$ cat src/rtl/spi_arb_pkg.sv
// Shared definitions for the SPI master arbiter: parameter defaults, FSM
// state encoding and the transfer-counter width helper.
package spi_arb_pkg;

  localparam int N_REQ_DEF       = 3;
  localparam int DATA_W_DEF      = 8;
  localparam int XFER_CYCLES_DEF = 8;

  // slaveSelect on the Master is fixed at two bits, which bounds N_REQ to 4.
  localparam int SEL_W = 2;

  typedef enum logic [1:0] {
    IDLE  = 2'd0,
    START = 2'd1,
    SHIFT = 2'd2,
    DONE  = 2'd3
  } arb_state_t;

  // The counter is loaded with cycles-1, so $clog2(cycles) bits suffice.
  function automatic int cnt_width(input int cycles);
    return (cycles > 1) ? $clog2(cycles) : 1;
  endfunction

  localparam int CNT_W_DEF = cnt_width(XFER_CYCLES_DEF);

endpackage

$ cat src/rtl/rr_priority.sv
// Combinational round-robin picker: the first set request at or above the
// pointer, wrapping modulo N_REQ. Usable by any shared-resource arbiter.
module rr_priority
  import spi_arb_pkg::*;
#(
  parameter int N_REQ = N_REQ_DEF
) (
  input  logic [N_REQ-1:0] req,
  input  logic [SEL_W-1:0] ptr,
  output logic [SEL_W-1:0] winner,
  output logic             valid
);

  // Scan from the farthest offset down to the pointer so the nearest set
  // request is written last and wins, without needing an early loop exit.
  always_comb begin
    // NOTE: every combinational output gets a default before any conditional
    // assignment; otherwise a path leaving it untouched infers a latch.
    winner = '0;
    valid  = 1'b0;
    for (int off = N_REQ - 1; off >= 0; off--) begin
      if (req[(int'(ptr) + off) % N_REQ]) begin
        winner = SEL_W'((int'(ptr) + off) % N_REQ);
        valid  = 1'b1;
      end
    end
  end

endmodule

$ cat src/rtl/spi_arbiter.sv
// Shares one SPI Master among N_REQ requesters: round-robin grant, a timed
// fixed-length transfer, and a one-cycle acknowledge carrying the RX word.
module spi_arbiter
  import spi_arb_pkg::*;
#(
  parameter int N_REQ       = N_REQ_DEF,
  parameter int DATA_W      = DATA_W_DEF,
  parameter int XFER_CYCLES = XFER_CYCLES_DEF
) (
  input  logic                      clk,
  input  logic                      reset,
  input  logic [N_REQ-1:0]          req,
  input  logic [N_REQ*DATA_W-1:0]   req_data,
  output logic [N_REQ-1:0]          ack,
  output logic [DATA_W-1:0]         rsp_data,
  output logic                      busy,
  output logic                      start,
  output logic [SEL_W-1:0]          slaveSelect,
  output logic [DATA_W-1:0]         masterDataToSend,
  input  logic [DATA_W-1:0]         masterDataReceived
);

  localparam int              CNT_W    = cnt_width(XFER_CYCLES);
  localparam logic [CNT_W-1:0] CNT_LOAD = CNT_W'(XFER_CYCLES - 1);

  arb_state_t       state;
  arb_state_t       state_next;
  logic [SEL_W-1:0] ptr;
  logic [SEL_W-1:0] pick;
  logic             pick_valid;
  logic [CNT_W-1:0] cnt;
  logic             grant;
  logic             shift_last;

  rr_priority #(
    .N_REQ (N_REQ)
  ) u_rr (
    .req    (req),
    .ptr    (ptr),
    .winner (pick),
    .valid  (pick_valid)
  );

  assign grant      = (state == IDLE) && pick_valid;
  assign shift_last = (state == SHIFT) && (cnt == '0);

  function automatic logic [SEL_W-1:0] next_ptr(input logic [SEL_W-1:0] w);
    return (w == SEL_W'(N_REQ - 1)) ? '0 : w + 1'b1;
  endfunction

  always_ff @(posedge clk or negedge reset) begin
    if (!reset) begin
      state <= IDLE;
    end else begin
      // NOTE: sequential state is updated with non-blocking assignments so
      // every flop samples the pre-edge values regardless of process order.
      state <= state_next;
    end
  end

  // Next-state logic and the state-decoded outputs. Decoding start/busy/ack
  // straight from the state register makes them clear the moment reset hits.
  always_comb begin
    state_next = state;
    start      = 1'b0;
    busy       = 1'b1;
    ack        = '0;
    unique case (state)
      IDLE: begin
        busy = 1'b0;
        if (pick_valid) state_next = START;
      end
      START: begin
        start      = 1'b1;
        state_next = SHIFT;
      end
      SHIFT: begin
        if (shift_last) state_next = DONE;
      end
      DONE: begin
        for (int i = 0; i < N_REQ; i++) begin
          ack[i] = (slaveSelect == SEL_W'(i));
        end
        state_next = IDLE;
      end
      default: state_next = IDLE;
    endcase
  end

  // Grant registers, transfer counter and RX capture. slaveSelect doubles as
  // the registered winner index that steers ack in DONE.
  always_ff @(posedge clk or negedge reset) begin
    if (!reset) begin
      ptr              <= '0;
      slaveSelect      <= '0;
      masterDataToSend <= '0;
      cnt              <= '0;
      rsp_data         <= '0;
    end else begin
      if (grant) begin
        slaveSelect      <= pick;
        masterDataToSend <= req_data[pick*DATA_W +: DATA_W];
        ptr              <= next_ptr(pick);
      end
      if (state == START) begin
        cnt <= CNT_LOAD;
      end else if ((state == SHIFT) && (cnt != '0)) begin
        cnt <= cnt - 1'b1;
      end
      if (shift_last) begin
        rsp_data <= masterDataReceived;
      end
    end
  end

endmodule

$ cat config.mk
export PLATFORM = sky130hd
export DESIGN_NAME = spi_arbiter
export DESIGN_NICKNAME = d
export VERILOG_FILES = /design/src/rtl/spi_arb_pkg.sv /design/src/rtl/rr_priority.sv /design/src/rtl/spi_arbiter.sv
export SDC_FILE = /design/constraint.sdc
export NUM_CORES = 1
export LEC_CHECK = 0
export ABC_CLOCK_PERIOD_IN_PS = 2000
export CORE_MARGIN = 1.5
export CORE_UTILIZATION = 30
export DETAILED_ROUTE_END_ITERATION = 12
export SLEW_MARGIN = 10
export SYNTH_ARGS = -nofsm -noshare
export SYNTH_HDL_FRONTEND = slang
export SYNTH_HIERARCHICAL = 1
export SYNTH_SLANG_ARGS = --single-unit
export TNS_END_PERCENT = 10
$ cat constraint.sdc
create_clock -name clk -period 2 [get_ports clk]
set_clock_uncertainty 0.05 [all_clocks]
set_input_delay 0.2 -clock clk [delete_from_list [all_inputs] [get_ports clk]]
set_output_delay 0.2 -clock clk [all_outputs]
set_load 0.02 [all_outputs]
# ---- After elaboration in Yosys (flattened, before gate mapping)
# Cells that the tools add are included.
dict set report totals {
  regBits 25
  input_bits 37
}
dict set report op_classes {
  n_shift 1
  addsub 4
  n_eq_ne 8
  n_mux 24
  order_cmp 3
  div 3
  reduce_logical 9
}
# op n
set op_table {}
lappend op_table {{$lt 32x4->1 const B} 3}
lappend op_table {{$mod 32x3->32 const B} 2}
lappend op_table {{$mod 3x3->32 const B} 1}
lappend op_table {{$shiftx 24x6->8} 1}
lappend op_table {{$mux 2} 6}
lappend op_table {{$mux 1} 11}
lappend op_table {{$mux 3} 3}
lappend op_table {{$eq 2x2->1 const B} 4}
lappend op_table {{$pmux 2 s4} 1}
lappend op_table {{$bmux 1 s2} 3}
lappend op_table {{$eq 2x1->1 const B} 2}
lappend op_table {{$logic_not 2->1} 2}
lappend op_table {{$ne 2x2->1 const B} 2}
lappend op_table {{$add 2x1->3 const B} 1}
lappend op_table {{$add 2x2->3 const B} 1}
lappend op_table {{$logic_and 1x1->1} 3}
lappend op_table {{$logic_not 3->1} 1}
lappend op_table {{$reduce_bool 3->1} 1}
lappend op_table {{$sub 3x1->3 const B} 1}
lappend op_table {{$add 2x1->2 const B} 1}
lappend op_table {{$reduce_and 2->1} 1}
lappend op_table {{$reduce_bool 2->1} 1}

# ---- Depth between registers and ports, before layout
dict set report logic_depth {
  ltp_word 10
  mapped_depth 10
}

# ---- Modules after synthesis
# The synthesis kept the hierarchy.
# mod cells_each instances area_each_um2
set by_module_without_submodules {}
lappend by_module_without_submodules {spi_arbiter 120 1 1303.8}
lappend by_module_without_submodules {rr_priority 29 1 222.7}

# ---- Least setup slack after synthesis
# OpenSTA, ideal clock, no wires.
dict set report synth_timing {
  kind {reg-to-reg}
  from {register ptr[0]}
  to {register masterDataToSend[1]}
  synth_period_minus_slack_ps 2178
  required_ps 1831
  slack_ps -178
  t_arrival_ps 2009
  setup_ps 119
  stages_incl_launch_ff 10
  path_buffers 2
  cell_sequence {dfrtp_1 inv_1 ha_1 buf_6 nor2b_1 o31a_1 a2111o_1 and2_1 buf_2 o21a_1}
}
dict set report synth_via {
  elab_chain_cells 9
  word_cells_on_any_way 22
}
# element line_no
set synth_rtl {}
lappend synth_rtl {{start: declaration} spi_arbiter.sv:28} ;# logic [SEL_W-1:0] ptr;
lappend synth_rtl {{start signal: assignment} spi_arbiter.sv:103} ;# ptr <= next_ptr(pick);
lappend synth_rtl {{$add 2x2->3} rr_priority.sv:22} ;# if (req[(int'(ptr) + off) % N_REQ]) begin
lappend synth_rtl {{$mod 32x3->32} rr_priority.sv:22}
lappend synth_rtl {{$bmux 1 s2} rr_priority.sv:22}
lappend synth_rtl {{$mux 1 (not written as such) (2 in a row)} rr_priority.sv:22}
lappend synth_rtl {{$mux 1 (2 in a row)} rr_priority.sv:22}
lappend synth_rtl {{$mux 1 (*)} rr_priority.sv:22}
lappend synth_rtl {{named net pick_valid} spi_arbiter.sv:30} ;# logic pick_valid;
lappend synth_rtl {{$logic_and 1x1->1 (*)} spi_arbiter.sv:44} ;# assign grant = (state == IDLE) && pick_valid;
lappend synth_rtl {{end signal: assignment} spi_arbiter.sv:102} ;# masterDataToSend <= req_data[pick*DATA_W +: DATA_W];
lappend synth_rtl {{end: declaration} spi_arbiter.sv:19} ;# output logic [DATA_W-1:0] masterDataToSend,
# The timed path passes the listed nets; every way through them passes the cells marked *. The select of a mux whose other input is x is not followed.
# A chain may end at the register's enable or synchronous reset.

# ---- Worst setup path after layout
dict set report layout_timing {
  from {register ptr[0]}
  to {register state[1]}
}
dict set report layout_via {
  elab_chain_cells 10
  word_cells_on_any_way 19
}
# element line_no
set layout_rtl {}
lappend layout_rtl {{$add 2x2->3} rr_priority.sv:22}
lappend layout_rtl {{$mod 32x3->32} rr_priority.sv:22}
lappend layout_rtl {{$bmux 1 s2} rr_priority.sv:22}
lappend layout_rtl {{$mux 1 (not written as such) (2 in a row)} rr_priority.sv:22}
lappend layout_rtl {{$mux 1 (2 in a row)} rr_priority.sv:22}
lappend layout_rtl {{$mux 1 (*)} rr_priority.sv:22}
lappend layout_rtl {{named net pick_valid} spi_arbiter.sv:30}
lappend layout_rtl {{$ne 2x2->1 (no line) (*)} --}
lappend layout_rtl {{$reduce_and 2->1 (no line) (*)} --}
lappend layout_rtl {{end signal: assignment} spi_arbiter.sv:57} ;# state <= state_next;
lappend layout_rtl {{end: declaration} spi_arbiter.sv:26} ;# arb_state_t state;
# Marks and branches as above.

==> impl_metrics.ini <==
[drt]
dr.pass1.iters = 4
wl_per_cell_um = 13.3
routed_wl_um = 3820
drt-initial-drc-count = 60
via_count = 1311
viasPerCell = 4.55
drc = 0
ant_nets = 0

[die]
coreArea_um2 = 4820
start_util_pct = 31.7
rows = 25
fp.dieH_um = 74.3
pin_count = 60
dieWidth_um = 74.3
die_area_um2 = 5520

[job]
drv_cap = 0

[synth]
synthCells = 149
yosysWarnings = 6
synth_cell_types = 37
syn_area_per_cell_um2 = 10.2
ys_ff_latch = 25
async_flop_share_pct = 100
ys_top_cells_by_area = dfrtp_1, ha_1, mux2i_1, mux2_2, a21oi_1
yosysSeqAreaShare_pct = 41.0
synth_edf_count = 0
synth_top_area_share_pct = 41.0
syn_nets = 197
ys.flop_type = dfrtp_1
synth_top_area_cell = dfrtp_1
synth_area_um2 = 1530

[place]
placed_area_um2 = 2300
port_buffers = 59
place_congestion = 0.867
dpl_worst_slack_ns = -0.273
dp_cells = 283
hpwl_um = 2730

[worst_setup_path]
cp_max_fo = 7
worstReg2RegEnd = state[1]
criticalPathCategory = flip-flop to flip-flop
worst_setup_path_end_kind = flip-flop
worstPathRequired_ns = 2.11
reg2reg_slack_ns = -0.13
ff2ff_path_depth = 7
cp_data_arrival_time_ns = 2.25
rr_startpoint = ptr[0]
cp-start-kind = flip-flop

[grt]
grt_pass1_wl_um = 5820
grt_pass1_vias = 1293
antenna_found_initial = 0
grt_max_degree = 26
grt.overflow.total = 0
grt_usage_pct = 13.6

[timing]
timing.final.crit_share_pct = 107
fmax_mhz = 468
worst_pin_slew_ns = 0.334
hold_violations = 0
fin_ws_ns = -0.135
rsz0062_at_grt = yes
fin_crit_ns = 2.13
setup-tns-final_ns = -1.15
slew_headroom_pct = 77.7
finalSetupViolCount = 14
slew_violations = 0

[hold_path]
hold_path.class = input pin to asynchronous set/reset pin

[pwr]
finalPower_uw = 3630
power_leakage_uw = 0.00114
vdd_drop_max_mv = 0.632
power_density_nw_per_um2 = 1470

[layout]
layout_commonest_cell = clkdlybuf4s50_1
mostFrequentLayoutCells = clkdlybuf4s50_1, dfrtp_1, a21oi_1, mux2i_1, nand2_1
fin_cells = 288
finalInstanceArea_um2 = 2470
syn2layout_area_growth_pct = 61.6
fin_nets = 270
antenna_cells = 0
layout-drive-gt1-share_pct = 23.1

[cts]
cts_hold_buf = 0
cts.sinks = 25
path_clk_slew_ns = 0.09
root_buffer = clkbuf_8
cts_buffers = 3
tritoncts = yes
clock_latency_ns = 0.27
htree_levels = 1
cts_buffer_depth = 2

[outcome]
status = complete, but fails checks
violations = negative setup slack
==> sequential cells by signal (all words and copies together) (netlist names) <==
name / cells
masterDataToSend: 8
rsp_data: 8
cnt: 3
ptr: 2
slaveSelect: 2
state: 2
==> worst max-delay path, cell delays in order, from the launching register on <==
cell       delay (ns)
dfrtp_1          0.40
buf_4            0.15
ha_4             0.18
nor2b_2          0.16
o31a_1           0.30
a2111o_1         0.35
a2bb2oi_2        0.17
mux2_2           0.27
==> cells in the mapped netlist, types with 4 or more instances <==
cell and instances:
nor2_1 8, dfrtp_1 25, nor2b_1 4, inv_1 10
mux2_2 9, or2_1 4, nand2_1 12, ha_1 11
mux2i_1 11, a21oi_1 16
==> cell type report <==
type | count | area, µm²
fill | 476 | 2350
clock inverter | 1 | 5.00
inverter | 11 | 41.3
tap | 67 | 83.8
sequential | 25 | 627
multi-input combinational | 108 | 915
timing repair buffer | 73 | 753
clock buffer | 3 | 41.3
==> where the power goes <==
group	switching, µW	leakage, µW	internal (µW)	total (µW)
clock	169	0.0000255	140	309
combinational	1140	0.000824	1280	2420
sequential	154	0.000286	753	906
total	1460	0.00114	2170	3630
==> kinds of logic after synthesis <==
logic type	share of synthesized area [%]
adder cells (fa/ha/maj)	9.02
multiplexers	13.9
flip-flops	41.0
AND/OR/NAND/NOR	15.7
buffers and inverters	5.08
AO/OA/AOI/OAI	15.3
==> how the worst max path moves through the flow <==
stage,endpoint,cells after the start,startpoint,slack [ns]
6_report,state[1],7,ptr[0],-0.13
5_1_grt,masterDataToSend[3],8,ptr[1],-0.22
2_1_floorplan,masterDataToSend[1],9,ptr[0],-0.16
4_1_cts,masterDataToSend[5],9,ptr[1],-0.10
3_5_place_dp,masterDataToSend[1],9,ptr[0],-0.27
3_3_place_gp,masterDataToSend[3],9,ptr[0],-0.20
==> layer usage <==
metal	share of wire (%)	GRT usage [%]	wire length, µm
met2	49	22.5	1870
met3	7.9	4.88	302
met5	0	0	0
met1	43	17.6	1650
met4	0	1.62	0
==> repair_timing <==
| action | CTS | global route |
|---|---|---|
| endpoints found under the setup margin | 14 | 19 |
| pin swaps | 2 | 3 |
| buffers inserted | 1 | 0 |
| resized for setup | 8 | 21 |
==> through the flow <==
step | util [%] | hold slack, ns
global placement | 47.8 | 0.436
finish | 51.2 | 0.233
CTS | 49.6 | 0.243
floorplan | - | -0.146
detailed placement | 47.8 | 0.436
global route | 51.2 | 0.275
No activity file was read; power rests on OpenSTA's default activity.
